`config.mk`:
```
export PLATFORM = sky130hd
export DESIGN_NAME = mioc_flop_driver
export DESIGN_NICKNAME = d
export VERILOG_FILES = /design/src/rtl/mioc_flop_pkg.sv /design/src/rtl/mioc_flop_phase_timer.sv /design/src/rtl/mioc_flop_driver.sv
export SDC_FILE = /design/constraint.sdc
export NUM_CORES = 1
export LEC_CHECK = 0
export CORE_UTILIZATION = 40
export CTS_BUF_LIST = sky130_fd_sc_hd__clkbuf_8
export DETAILED_ROUTE_END_ITERATION = 10
export PLACE_DENSITY_LB_ADDON = 0.15
export SKIP_CTS_REPAIR_TIMING = 1
export SLEW_MARGIN = 20
export SYNTH_ARGS = -nofsm -noshare
export SYNTH_HDL_FRONTEND = slang
export SYNTH_SLANG_ARGS = --single-unit
```
`constraint.sdc`:
```
create_clock -name clk -period 1.9 [get_ports clk]
set_input_delay 0.57 -clock clk [delete_from_list [all_inputs] [get_ports clk]]
set_output_delay 0.57 -clock clk [all_outputs]
set_load 0.02 [all_outputs]
```
`src/rtl/mioc_flop_pkg.sv`:
```
// Shared definitions for the MIOC flop driver.
//   op_e         : command operation codes (WRITE, SET, RESET, READ)
//   state_e      : driver sequencer states
//   pins_t       : bundle of the four flop control lines in1..in4
//   PINS_IDLE    : idle levels of the control lines
//   phase_pins() : control-line levels for a given state/operation
//   rsp_check()  : error rule applied to the sampled q/qbar
package mioc_flop_pkg;

  typedef enum logic [1:0] {
    OP_WRITE = 2'd0,
    OP_SET   = 2'd1,
    OP_RESET = 2'd2,
    OP_READ  = 2'd3
  } op_e;

  typedef enum logic [2:0] {
    ST_IDLE,
    ST_SETUP,
    ST_ASSERT,
    ST_SETTLE,
    ST_RESP
  } state_e;

  typedef struct packed {
    logic in1;  // async reset, active-high
    logic in2;  // clock, flop captures on falling edge
    logic in3;  // data
    logic in4;  // async set, active-high
  } pins_t;

  localparam logic IDLE_IN1 = 1'b0;
  localparam logic IDLE_IN2 = 1'b1;
  localparam logic IDLE_IN3 = 1'b0;
  localparam logic IDLE_IN4 = 1'b0;

  localparam pins_t PINS_IDLE = '{in1: IDLE_IN1, in2: IDLE_IN2,
                                  in3: IDLE_IN3, in4: IDLE_IN4};

  // Control-line levels that belong to a phase of a command.
  function automatic pins_t phase_pins(input state_e st, input op_e op,
                                       input logic d);
    pins_t p;
    p = PINS_IDLE;
    case (st)
      ST_SETUP: p.in3 = d;
      ST_ASSERT: begin
        case (op)
          OP_WRITE: begin
            p.in3 = d;
            p.in2 = 1'b0;
          end
          OP_SET:   p.in4 = 1'b1;
          OP_RESET: p.in1 = 1'b1;
          default:  p = PINS_IDLE;
        endcase
      end
      ST_SETTLE, ST_RESP: begin
        if (op == OP_WRITE) p.in3 = d;
      end
      default: p = PINS_IDLE;
    endcase
    return p;
  endfunction

  // RESET and READ report the sampled value without judging it.
  function automatic logic rsp_check(input op_e op, input logic d,
                                     input logic q, input logic qbar);
    logic err;
    err = 1'b0;
    case (op)
      OP_WRITE: err = (q != d) || (qbar == q);
      OP_SET:   err = (q != 1'b1) || (qbar == q);
      default:  err = 1'b0;
    endcase
    return err;
  endfunction

endpackage

```
`src/rtl/mioc_flop_phase_timer.sv`:
```
// Loadable 8-bit down-counter shared by the SETUP, ASSERT and SETTLE phases.
//   clk_i      : clock
//   rst_ni     : synchronous active-low reset (counter to 0)
//   load_i     : load load_val_i this cycle
//   load_val_i : value to load; a phase lasts load_val_i+1 cycles
//   done_o     : counter has reached 0
module mioc_flop_phase_timer (
  input  logic       clk_i,
  input  logic       rst_ni,
  input  logic       load_i,
  input  logic [7:0] load_val_i,
  output logic       done_o
);

  logic [7:0] cnt_q, cnt_d;

  always_comb begin
    cnt_d = cnt_q;
    if (load_i) begin
      cnt_d = load_val_i;
    end else if (cnt_q != '0) begin
      cnt_d = cnt_q - 8'd1;
    end
  end

  always_ff @(posedge clk_i) begin
    if (!rst_ni) begin
      cnt_q <= '0;
    end else begin
      cnt_q <= cnt_d;
    end
  end

  assign done_o = (cnt_q == '0);

endmodule

```
`src/rtl/mioc_flop_driver.sv`:
```
// Command-driven sequencer producing timed control waveforms for a MIOC
// 6-NOR flop cell and returning a checked sample of its outputs.
//   PULSE_CYC  : cycles per driven phase (1..255)
//   SETTLE_CYC : idle cycles between releasing the pins and sampling (1..255)
//   clk, rst_n             : clock, synchronous active-low reset
//   cmd_valid/cmd_ready    : command handshake; cmd_op, cmd_d payload
//   rsp_valid/rsp_ready    : response handshake; rsp_q, rsp_err payload
//   in1..in4               : registered flop control lines (reset, clk, D, set)
//   q, qbar                : flop outputs
module mioc_flop_driver
  import mioc_flop_pkg::*;
#(
  parameter int unsigned PULSE_CYC  = 2,
  parameter int unsigned SETTLE_CYC = 1
) (
  input  logic       clk,
  input  logic       rst_n,
  input  logic       cmd_valid,
  output logic       cmd_ready,
  input  logic [1:0] cmd_op,
  input  logic       cmd_d,
  output logic       rsp_valid,
  input  logic       rsp_ready,
  output logic       rsp_q,
  output logic       rsp_err,
  output logic       in1,
  output logic       in2,
  output logic       in3,
  output logic       in4,
  input  logic       q,
  input  logic       qbar
);

  if (PULSE_CYC < 1 || PULSE_CYC > 255) begin : g_bad_pulse_cyc
    $error("mioc_flop_driver: PULSE_CYC must be in 1..255");
  end
  if (SETTLE_CYC < 1 || SETTLE_CYC > 255) begin : g_bad_settle_cyc
    $error("mioc_flop_driver: SETTLE_CYC must be in 1..255");
  end

  // Pins are registered from the current state, so they trail the state by
  // one cycle. SETTLE therefore lasts SETTLE_CYC+1 cycles so that exactly
  // SETTLE_CYC idle-pin cycles precede the sample.
  localparam logic [7:0] PULSE_LOAD  = 8'(PULSE_CYC - 1);
  localparam logic [7:0] SETTLE_LOAD = 8'(SETTLE_CYC);

  state_e     state_q, state_d;
  op_e        op_q, op_d;
  logic       dat_q, dat_d;
  pins_t      pins_q, pins_d;
  logic       rsp_q_q, rsp_q_d;
  logic       rsp_err_q, rsp_err_d;
  logic       tmr_load;
  logic [7:0] tmr_val;
  logic       tmr_done;

  mioc_flop_phase_timer u_timer (
    .clk_i      (clk),
    .rst_ni     (rst_n),
    .load_i     (tmr_load),
    .load_val_i (tmr_val),
    .done_o     (tmr_done)
  );

  always_comb begin
    state_d   = state_q;
    op_d      = op_q;
    dat_d     = dat_q;
    rsp_q_d   = rsp_q_q;
    rsp_err_d = rsp_err_q;
    tmr_load  = 1'b0;
    tmr_val   = '0;

    case (state_q)
      ST_IDLE: begin
        if (cmd_valid) begin
          op_d     = op_e'(cmd_op);
          dat_d    = cmd_d;
          tmr_load = 1'b1;
          case (op_e'(cmd_op))
            OP_WRITE: begin
              state_d = ST_SETUP;
              tmr_val = PULSE_LOAD;
            end
            OP_SET, OP_RESET: begin
              state_d = ST_ASSERT;
              tmr_val = PULSE_LOAD;
            end
            default: begin
              state_d = ST_SETTLE;
              tmr_val = SETTLE_LOAD;
            end
          endcase
        end
      end
      ST_SETUP: begin
        if (tmr_done) begin
          state_d  = ST_ASSERT;
          tmr_load = 1'b1;
          tmr_val  = PULSE_LOAD;
        end
      end
      ST_ASSERT: begin
        if (tmr_done) begin
          state_d  = ST_SETTLE;
          tmr_load = 1'b1;
          tmr_val  = SETTLE_LOAD;
        end
      end
      ST_SETTLE: begin
        if (tmr_done) begin
          state_d   = ST_RESP;
          rsp_q_d   = q;
          rsp_err_d = rsp_check(op_q, dat_q, q, qbar);
        end
      end
      ST_RESP: begin
        if (rsp_ready) state_d = ST_IDLE;
      end
      default: state_d = ST_IDLE;
    endcase

    // Leaving RESP drops in3 on the same edge rather than one cycle late.
    if (state_d == ST_IDLE) begin
      pins_d = PINS_IDLE;
    end else begin
      pins_d = phase_pins(state_q, op_q, dat_q);
    end
  end

  always_ff @(posedge clk) begin
    if (!rst_n) begin
      state_q   <= ST_IDLE;
      op_q      <= OP_WRITE;
      dat_q     <= 1'b0;
      pins_q    <= PINS_IDLE;
      rsp_q_q   <= 1'b0;
      rsp_err_q <= 1'b0;
    end else begin
      state_q   <= state_d;
      op_q      <= op_d;
      dat_q     <= dat_d;
      pins_q    <= pins_d;
      rsp_q_q   <= rsp_q_d;
      rsp_err_q <= rsp_err_d;
    end
  end

  assign cmd_ready = (state_q == ST_IDLE);
  assign rsp_valid = (state_q == ST_RESP);
  assign rsp_q     = rsp_q_q;
  assign rsp_err   = rsp_err_q;
  assign in1       = pins_q.in1;
  assign in2       = pins_q.in2;
  assign in3       = pins_q.in3;
  assign in4       = pins_q.in4;

endmodule

```
==> out/qor.yml, run 1 <==
setup_path:
  sort_of_element_at_the_start_of_the_critical_path: "input port"
  crit_path_max_fanout: 2
  cp.required_ps: 2030
  crit_path_cell_trace: "clkdlybuf4s50_1 -> inv_1 -> ha_1 -> nor3b_2 -> a311o_1 -> nand3_1 -> a311oi_2"
  arrival_ps: 1970
  criticalPathCategory: "input port to flop"
  critical-path-max-stage-delay_ps: 480
  crit_slowest_cell: "clkdlybuf4s50_1"
  critical_path.endpoint_type: "flop"
route:
  drtPass1Iterations: 4
  detail_route_antenna_nets: 0
  postRouteWirelength_mm: 2.05
  drt-initial-drc-count: 19
  num_vias: 884
  viasPerCell: 5.26
  drcViolationCount: 0
  wl_per_cell_um: 12.2
synthesis:
  synth_cell_type_count: 39
  synthesis.instances: 112
  postSynth.asyncResetShare: 0
  synthDominantAreaCellType: "dfxtp_1"
  synth.yosys.seq_area_share: 0.395
  netlist_area_mm2: 0.00101
  synth.top_cells.by_count: "20 x dfxtp_1, 15 x nor2_1, 10 x nand2_1"
  synth_largest_type_area_fraction: 0.395
  syn_nets: 123
  synth.most_common_cell: "dfxtp_1"
  synth_area_per_cell_um2: 9.06
  synth_flop_cell: "dfxtp_1"
  synthesis.yosys.warnings: 0
  synth_enable_flop_cells: 0
  ys_ff_latch: 20
  top_cells_by_area_in_the_synthesized_netlist: "dfxtp_1 39%, nor2_1 5.5%, a21oi_1 4.4%"
timing:
  max_slew.worst_pin.slew_ps: 405
  slew-limit-headroom: 0.729
  setup_total_negative_slack_ps: 0
  timing.final.crit_period_ps: 1840
  min_period_over_period: 0.971
  worst_hold_slack_ps: 466
  report.final.hold_viol_count: 0
  finalSetupViolCount: 0
  final_max_slew_viol_count: 0
  timing.fmax_ghz: 0.542
  fin_skew_ps: 1.95
floorplanning:
  floorplan.core_area_mm2: 0.00230
  fp.dieArea_mm2: 0.00274
  placement_rows: 17
  die_w_um: 52.4
  die_h_um: 52.4
  io-pin-count: 17
  start_util: 0.442
run_status:
  outcome: "completed"
clock_network:
  clock_path_buffers: 2
  clock_latency_ps: 260
  cts_max_level: 1
  numCtsBuffers: 3
  clock-root-buffer: "clkbuf_8"
  tritoncts: "done"
  tritoncts_num_sinks: 20
  clk_pin_slew_worst_paths_ps: 70
job:
  cap_viol_max_count: 0
finish:
  antenna_diode_count: 0
  layout_cells_sized_above_1: 0.193
  final-instance-count-excl-fill: 168
  filler_cell_count: 218
  syn2layout_area_growth_pct: 31.3
  num-nets-final: 153
placement:
  port_buf_inserts: 16
  place_inst: 165
  gpl.final_weighted_congestion: 0.808
  hpwl_mm: 1.65
power:
  power.ir.vdd_worst_uv: 1120
  cellLeakagePower_nw: 0.559
  p_per_area_mw_per_mm2: 1600
grt:
  grt_first_pass_wirelength_mm: 3.55
  gr-usage-all-layers: 0.182
  maximum_number_of_pins_on_one_net_before_global_route_repair: 11
  gr-total-overflow: 0
  via_count_of_the_first_global_routing_pass: 821
  antenna_found_initial: 0
min_path:
  worstHoldPathType: "flop to flop"
==> power by group <==
part | leakage (nW) | switching (mW) | total [mW] | internal [mW]
combinational | 0.374 | 0.582 | 1.20 | 0.620
clock | 0.0216 | 0.129 | 0.270 | 0.141
sequential | 0.163 | 0.127 | 0.656 | 0.529
total | 0.559 | 0.838 | 2.13 | 1.29
==> stage by stage <==
| step | utilization | setup WS (ps) | total power [mW] | cell area [um2] |
|---|---|---|---|---|
| floorplan | - | 262 | 1.50 | 1010 |
| global placement | 0.554 | -193 | 1.82 | 1270 |
| detailed placement | 0.554 | -230 | 1.84 | 1270 |
| CTS | 0.572 | -235 | 2.12 | 1310 |
| global route | 0.580 | -13.6 | 2.32 | 1330 |
| finish | 0.580 | 55.5 | 2.13 | 1330 |
==> worst max-delay path: cells and delay by family <==
family | cells | cell delay [ps]
compound gates | 2 | 420
simple gates | 2 | 170
buf+inv | 2 | 530
fa+ha+maj | 1 | 280
==> registers in the layout (all words and copies together) (netlist names) <==
signal	cells
u_timer.cnt_q	8
state_q	3
op_q	2
dat_q	1
in1	1
in2	1
in3	1
in4	1
rsp_err	1
rsp_q	1
==> layout make-up <==
type / instances / area, um2 / area share
multi-input cells: 80 / 563 / 0.423
inverters: 8 / 30.0 / 0.0225
repair buffers: 29 / 263 / 0.197
clock buffers: 3 / 41.3 / 0.0310
well taps: 28 / 35.0 / 0.0263
flip-flops and latches: 20 / 400 / 0.300
==> cells by family after synthesis <==
logic type / synth area share
multiplexers: 0.0308
AO/OA/AOI/OAI: 0.137
adder cells (fa/ha/maj): 0.0247
XOR/XNOR: 0.0345
AND/OR/NAND/NOR: 0.314
buffers and inverters: 0.0641
flip-flops: 0.395
==> worst paths after layout <==
kind | startpoint | end | slack, ps | depth (start not counted)
hold reg to reg | rsp_err$_SDFFE_PN0P_ | rsp_err$_SDFFE_PN0P_ | 470 | 2
setup / recovery | cmd_op[0] | in3$_SDFF_PP0_ | 60 | 7
setup reg to reg | u_timer.cnt_q[1]$_SDFFE_PN0P_ | u_timer.cnt_q[0]$_SDFFE_PN0P_ | 150 | 7
hold / removal | rsp_err$_SDFFE_PN0P_ | rsp_err$_SDFFE_PN0P_ | 470 | 2
==> layout by cell type (no fill, tap or decap), types with 2 or more instances in the layout <==
cell type	instances
dfxtp_1	20
nor2_1	15
clkdlybuf4s50_1	14
buf_4	13
nand2_1	10
a21oi_1	9
inv_1	7
nand3_1	5
or3_1	3
clkbuf_8	3
nor3_1	2
nor3b_2	2
xor2_1	2
nor2b_1	2
nand3b_1	2
mux2i_1	2
xnor2_1	2
nor3b_1	2
ha_1	2
dlymetal6s2s_1	2
==> layer usage <==
layer	vias up	wire (um)	track usage
met3	4	101	0.0638
li1	452	-	-
met5	-	0	0
met1	406	965	0.223
met4	0	27	0.0702
met2	22	953	0.289
Note: power is estimated with default switching activity, not from simulation.
==> inputs of run 2 (changes only) <==
--- a/config.mk
+++ b/config.mk
@@ -8,9 +8,11 @@
 export CORE_UTILIZATION = 40
 export CTS_BUF_LIST = sky130_fd_sc_hd__clkbuf_8
 export DETAILED_ROUTE_END_ITERATION = 10
+export MAX_ROUTING_LAYER = met4
 export PLACE_DENSITY_LB_ADDON = 0.15
 export SKIP_CTS_REPAIR_TIMING = 1
 export SLEW_MARGIN = 20
 export SYNTH_ARGS = -nofsm -noshare
 export SYNTH_HDL_FRONTEND = slang
 export SYNTH_SLANG_ARGS = --single-unit
+export TNS_END_PERCENT = 30
==> constraint.sdc (replaced) <==
create_clock -name clk -period 1.9 [get_ports clk]
set_input_delay 0.19 -clock clk [delete_from_list [all_inputs] [get_ports clk]]
set_output_delay 0.19 -clock clk [all_outputs]
set_load 0.02 [all_outputs]
==> run 2 against run 1 <==
Register-to-register slack about the same; sequential power increased by 3%; via count decreased by 2.8%; largest cell class unchanged.
==> out/qor.yml, run 2 (synthesized netlist as in run 1, its figures left out) <==
run_status:
  outcome: "completed"
finish:
  biggestRegsByFlops: "u_timer.cnt_q: 8 flops, state_q: 3 flops, op_q: 2 flops"
  antenna_diode_count: 0
  largest_register_ff_count: 8
  layout_cells_sized_above_1: 0.143
  num-nets-final: 145
  syn2layout_area_growth_pct: 26.3
  filler_cell_count: 220
  layout_common_cells: "20 x dfxtp_1, 15 x nor2_1, 14 x clkdlybuf4s50_1"
  final_common_cell: "dfxtp_1"
  registers.top_by_ff_count: "u_timer.cnt_q"
timing:
  finalSetupViolCount: 0
  post-route-worst-setup-slack_ps: 163
  grt_setup_unrepaired: "false"
  slew-limit-headroom: 0.721
  max_slew.worst_pin.slew_ps: 417
  setup_total_negative_slack_ps: 0
  timing.final.crit_period_ps: 1740
  fin_skew_ps: 3.57
  timing.fmax_ghz: 0.576
  report.final.hold_viol_count: 0
  final_max_slew_viol_count: 0
  min_period_over_period: 0.914
job:
  cap_viol_max_count: 0
setup_path:
  arrival_ps: 1920
  crit_path_max_fanout: 5
  critical_path.endpoint_type: "flop"
  criticalPathCategory: "flop to flop"
  cp.required_ps: 2080
  sort_of_element_at_the_start_of_the_critical_path: "flop"
grt:
  gr-usage-all-layers: 0.181
  grt_first_pass_wirelength_mm: 3.46
  via_count_of_the_first_global_routing_pass: 789
  maximum_number_of_pins_on_one_net_before_global_route_repair: 12
  antenna_found_initial: 0
  gr-total-overflow: 0
floorplanning:
  io-pin-count: 17
  die_w_um: 52.4
  placement_rows: 17
  floorplan.core_area_mm2: 0.00230
  fp.dieArea_mm2: 0.00274
  start_util: 0.442
  die_h_um: 52.4
route:
  num_vias: 859
  viasPerCell: 5.34
  postRouteWirelength_mm: 2.09
  drtPass1Iterations: 4
  drt-initial-drc-count: 12
  detail_route_antenna_nets: 0
  wl_per_cell_um: 13.0
  drcViolationCount: 0
placement:
  gpl.final_weighted_congestion: 0.817
  hpwl_mm: 1.58
  port_buf_inserts: 16
  placement_setup_slack_ps: 108
clock_network:
  clock_latency_ps: 260
  clock_path_buffers: 2
  tritoncts: "done"
  clk_pin_slew_worst_paths_ps: 70
  cts_max_level: 1
  tritoncts_num_sinks: 20
  numCtsBuffers: 3
  clock-root-buffer: "clkbuf_8"
min_path:
  worstHoldPathType: "flop to flop"
power:
  power.ir.vdd_worst_uv: 839
  fin_total_pwr_mw: 2.12
  p_per_area_mw_per_mm2: 1660
  cellLeakagePower_nw: 0.524
## run 2: cell count changes in the layout (fill, tap and decap cells not counted)
cell | previous run | this run
nor3b_1 | 2 | 3
clkbuf_8 | 3 | 4
buf_4 | 13 | 5
nor3b_2 | 2 | 1
## run 2: critical path, stage by stage, from the launching register on
cell and delay [ps]:
dfxtp_1 320, inv_1 50, ha_1 200, nor4b_4 290, nand4_1 250, a21boi_0 240
a311oi_2 300
## run 2: layout make-up
cell class / instances / area (um2) / area share
inverter: 8 / 30.0 / 0.0234
tap: 28 / 35.0 / 0.0273
timing repair buffer: 21 / 203 / 0.158
clock buffer: 4 / 55.1 / 0.0430
sequential: 20 / 400 / 0.312
multi-input combinational: 80 / 558 / 0.436
## run 2: per-stage QoR
stage                      util  hold slack [ps]  instance area (um2)  instances
after global placement    0.528              455                 1210        157
after floorplan               -              332                 1010        112
final                     0.558              464                 1280        161
after global routing      0.558              502                 1280        161
after detailed placement  0.528              454                 1210        157
after CTS                 0.552              465                 1270        161
## run 2: report_power, final
| part | total (mW) | internal (mW) | switching (mW) |
|---|---|---|---|
| combinational | 1.12 | 0.554 | 0.563 |
| clock | 0.331 | 0.185 | 0.146 |
| sequential | 0.676 | 0.529 | 0.148 |
## run 2: routing by layer
| layer | wire length, um | part of all wire | global-route usage | up-vias |
|---|---|---|---|---|
| li1 | - | - | - | 436 |
| met1 | 1060 | 0.50 | 0.232 | 402 |
| met2 | 938 | 0.45 | 0.274 | 18 |
| met3 | 63 | 0.030 | 0.0348 | 3 |
| met4 | 32 | 0.015 | 0.0789 | 0 |
| met5 | 0 | 0 | - | - |
## run 2: worst paths after layout
check	end	startpoint	slack [ps]	cells after the start
setup / recovery	in3$_SDFF_PP0_	u_timer.cnt_q[1]$_SDFFE_PN0P_	160	6
hold / removal	rsp_err$_SDFFE_PN0P_	rsp_err$_SDFFE_PN0P_	460	2
setup reg to reg	in3$_SDFF_PP0_	u_timer.cnt_q[1]$_SDFFE_PN0P_	160	6
hold reg to reg	rsp_err$_SDFFE_PN0P_	rsp_err$_SDFFE_PN0P_	460	2
==> inputs of run 3 (changes only) <==
--- a/config.mk
+++ b/config.mk
@@ -5,9 +5,11 @@
 export SDC_FILE = /design/constraint.sdc
 export NUM_CORES = 1
 export LEC_CHECK = 0
+export CORE_MARGIN = 2
 export CORE_UTILIZATION = 40
 export CTS_BUF_LIST = sky130_fd_sc_hd__clkbuf_8
 export DETAILED_ROUTE_END_ITERATION = 10
+export HOLD_SLACK_MARGIN = 0.15
 export MAX_ROUTING_LAYER = met4
 export PLACE_DENSITY_LB_ADDON = 0.15
 export SKIP_CTS_REPAIR_TIMING = 1
==> run 3 against run 2 <==
Non-clock buffer count increased by 1; combinational power about the same; critical endpoint is now rsp_valid; final cell count is 1.9% higher; critical path depth shrank 4; utilization shrank 2.8 points; wire length grew 5.3%; final area up 0.59%; sequential cell count is the same; worst setup slack lost 76 ps; register-to-register slack lost 40 ps.
==> out/qor.yml, run 3 (synthesized netlist as in run 1, its figures left out) <==
setup_path:
  critical_path.endpoint_type: "output port"
  arrival_ps: 1620
  sort_of_element_at_the_start_of_the_critical_path: "flop"
  critical-path-max-stage-delay_ps: 640
  crit_path_max_fanout: 10
  crit_slowest_cell: "clkdlybuf4s50_1"
  cp.required_ps: 1710
  crit_path_cell_trace: "nor3b_2 -> clkdlybuf4s50_1"
  criticalPathCategory: "flop to output port"
power:
  swShare: 0.403
  power.ir.vdd_worst_uv: 901
  cellLeakagePower_nw: 0.509
  clockPowerShare: 0.151
  internal-power_mw: 1.29
  fin_total_pwr_mw: 2.15
  total_switching_power_mw: 0.867
  comb_power_share: 0.529
  p_per_area_mw_per_mm2: 1670
  power_share_of_the_sequential_group: 0.320
route:
  num_vias: 881
  viasPerCell: 5.37
  postRouteWirelength_mm: 2.20
  detail_route_antenna_nets: 0
  wl_per_cell_um: 13.4
  drt-initial-drc-count: 11
  drcViolationCount: 0
  drtPass1Iterations: 4
finish:
  num-nets-final: 146
  layout_cells_sized_above_1: 0.149
  final_common_cell: "dfxtp_1"
  final-instance-count-excl-fill: 164
  registers.top_by_ff_count: "u_timer.cnt_q"
  layout_common_cells: "20 x dfxtp_1, 15 x nor2_1, 15 x clkdlybuf4s50_1"
  biggestRegsByFlops: "u_timer.cnt_q: 8 flops, state_q: 3 flops, op_q: 2 flops"
  syn2layout_area_growth_pct: 27.0
  antenna_diode_count: 0
  largest_register_ff_count: 8
clock_network:
  clock_latency_ps: 260
  numCtsBuffers: 3
  tritoncts: "done"
  clock-root-buffer: "clkbuf_8"
  clk_pin_slew_worst_paths_ps: 80
  cts_max_level: 1
  clock_path_buffers: 2
  tritoncts_num_sinks: 20
grt:
  gr-total-overflow: 0
  gr-usage-all-layers: 0.163
  antenna_found_initial: 0
  maximum_number_of_pins_on_one_net_before_global_route_repair: 12
  via_count_of_the_first_global_routing_pass: 782
  grt_first_pass_wirelength_mm: 3.45
min_path:
  worstHoldPathType: "flop to flop"
floorplanning:
  floorplan.core_area_mm2: 0.00243
  placement_rows: 18
  die_h_um: 54.4
  start_util: 0.417
  io-pin-count: 17
  fp.dieArea_mm2: 0.00296
  die_w_um: 54.4
timing:
  finalSetupViolCount: 0
  timing.final.crit_period_ps: 1810
  post-route-worst-setup-slack_ps: 86.0
  report.final.hold_viol_count: 0
  timing.fmax_ghz: 0.551
  min_period_over_period: 0.955
  grt_setup_unrepaired: "false"
  setup_total_negative_slack_ps: 0
  final_max_slew_viol_count: 0
  fin_skew_ps: 4.24
  slew-limit-headroom: 0.713
  max_slew.worst_pin.slew_ps: 429
job:
  cap_viol_max_count: 0
placement:
  placement_setup_slack_ps: 127
  gpl.final_weighted_congestion: 0.769
  hpwl_mm: 1.59
  place_inst: 160
  port_buf_inserts: 16
run_status:
  outcome: "completed"
==> run 3: cell count changes in the layout (fill, tap and decap cells not counted) <==
cell and delta:
buf_4 +1, dlymetal6s2s_1 -1, clkdlybuf4s50_1 +1
==> run 3: critical path, delay by kind of cell (launching register included) <==
| kind | cells | cell delay (ps) |
|---|---|---|
| buffers and inverters | 1 | 640 |
| flip-flops | 1 | 430 |
| AND/OR/NAND/NOR | 1 | 300 |
==> run 3: cell type report <==
class | instances | area, um2
sequential | 20 | 400
fill | 243 | 1140
inverter | 8 | 30.0
tap | 30 | 37.5
timing repair buffer | 22 | 208
multi-input combinational | 80 | 558
clock buffer | 4 | 55.1
==> run 3: final timing paths <==
path	cells past startpoint	start	end	slack [ps]
hold reg to reg	2	rsp_err$_SDFFE_PN0P_	rsp_err$_SDFFE_PN0P_	470
setup / recovery	2	state_q[0]$_SDFF_PN0_	rsp_valid	90
hold / removal	2	rsp_err$_SDFFE_PN0P_	rsp_err$_SDFFE_PN0P_	470
setup reg to reg	7	u_timer.cnt_q[0]$_SDFFE_PN0P_	in3$_SDFF_PP0_	120
==> run 3: per-stage QoR <==
stage / area [um2] / utilization / hold slack [ps]
global placement: 1220 / 0.503 / 460
floorplan: 1010 / - / 332
global route: 1290 / 0.530 / 488
detailed placement: 1220 / 0.503 / 456
CTS: 1280 / 0.525 / 468
finish: 1290 / 0.530 / 466
==> run 3: layer usage <==
| layer | vias to the layer above | GRT usage | routed length, um |
|---|---|---|---|
| met5 | - | - | 0 |
| met4 | 0 | 0.0500 | 40 |
| met3 | 6 | 0.0246 | 81 |
| met2 | 23 | 0.235 | 997 |
| met1 | 410 | 0.235 | 1080 |
| li1 | 442 | - | - |
==> run 3: power by group through the flow <==
stage | Sequential [mW] | Combinational (mW) | Clock (mW)
after floorplan | 0.632 | 0.872 | 0
after global placement | 0.680 | 1.08 | 0
after detailed placement | 0.684 | 1.11 | 0
after CTS | 0.677 | 1.11 | 0.332
after global routing | 0.701 | 1.25 | 0.346
final | 0.689 | 1.14 | 0.324
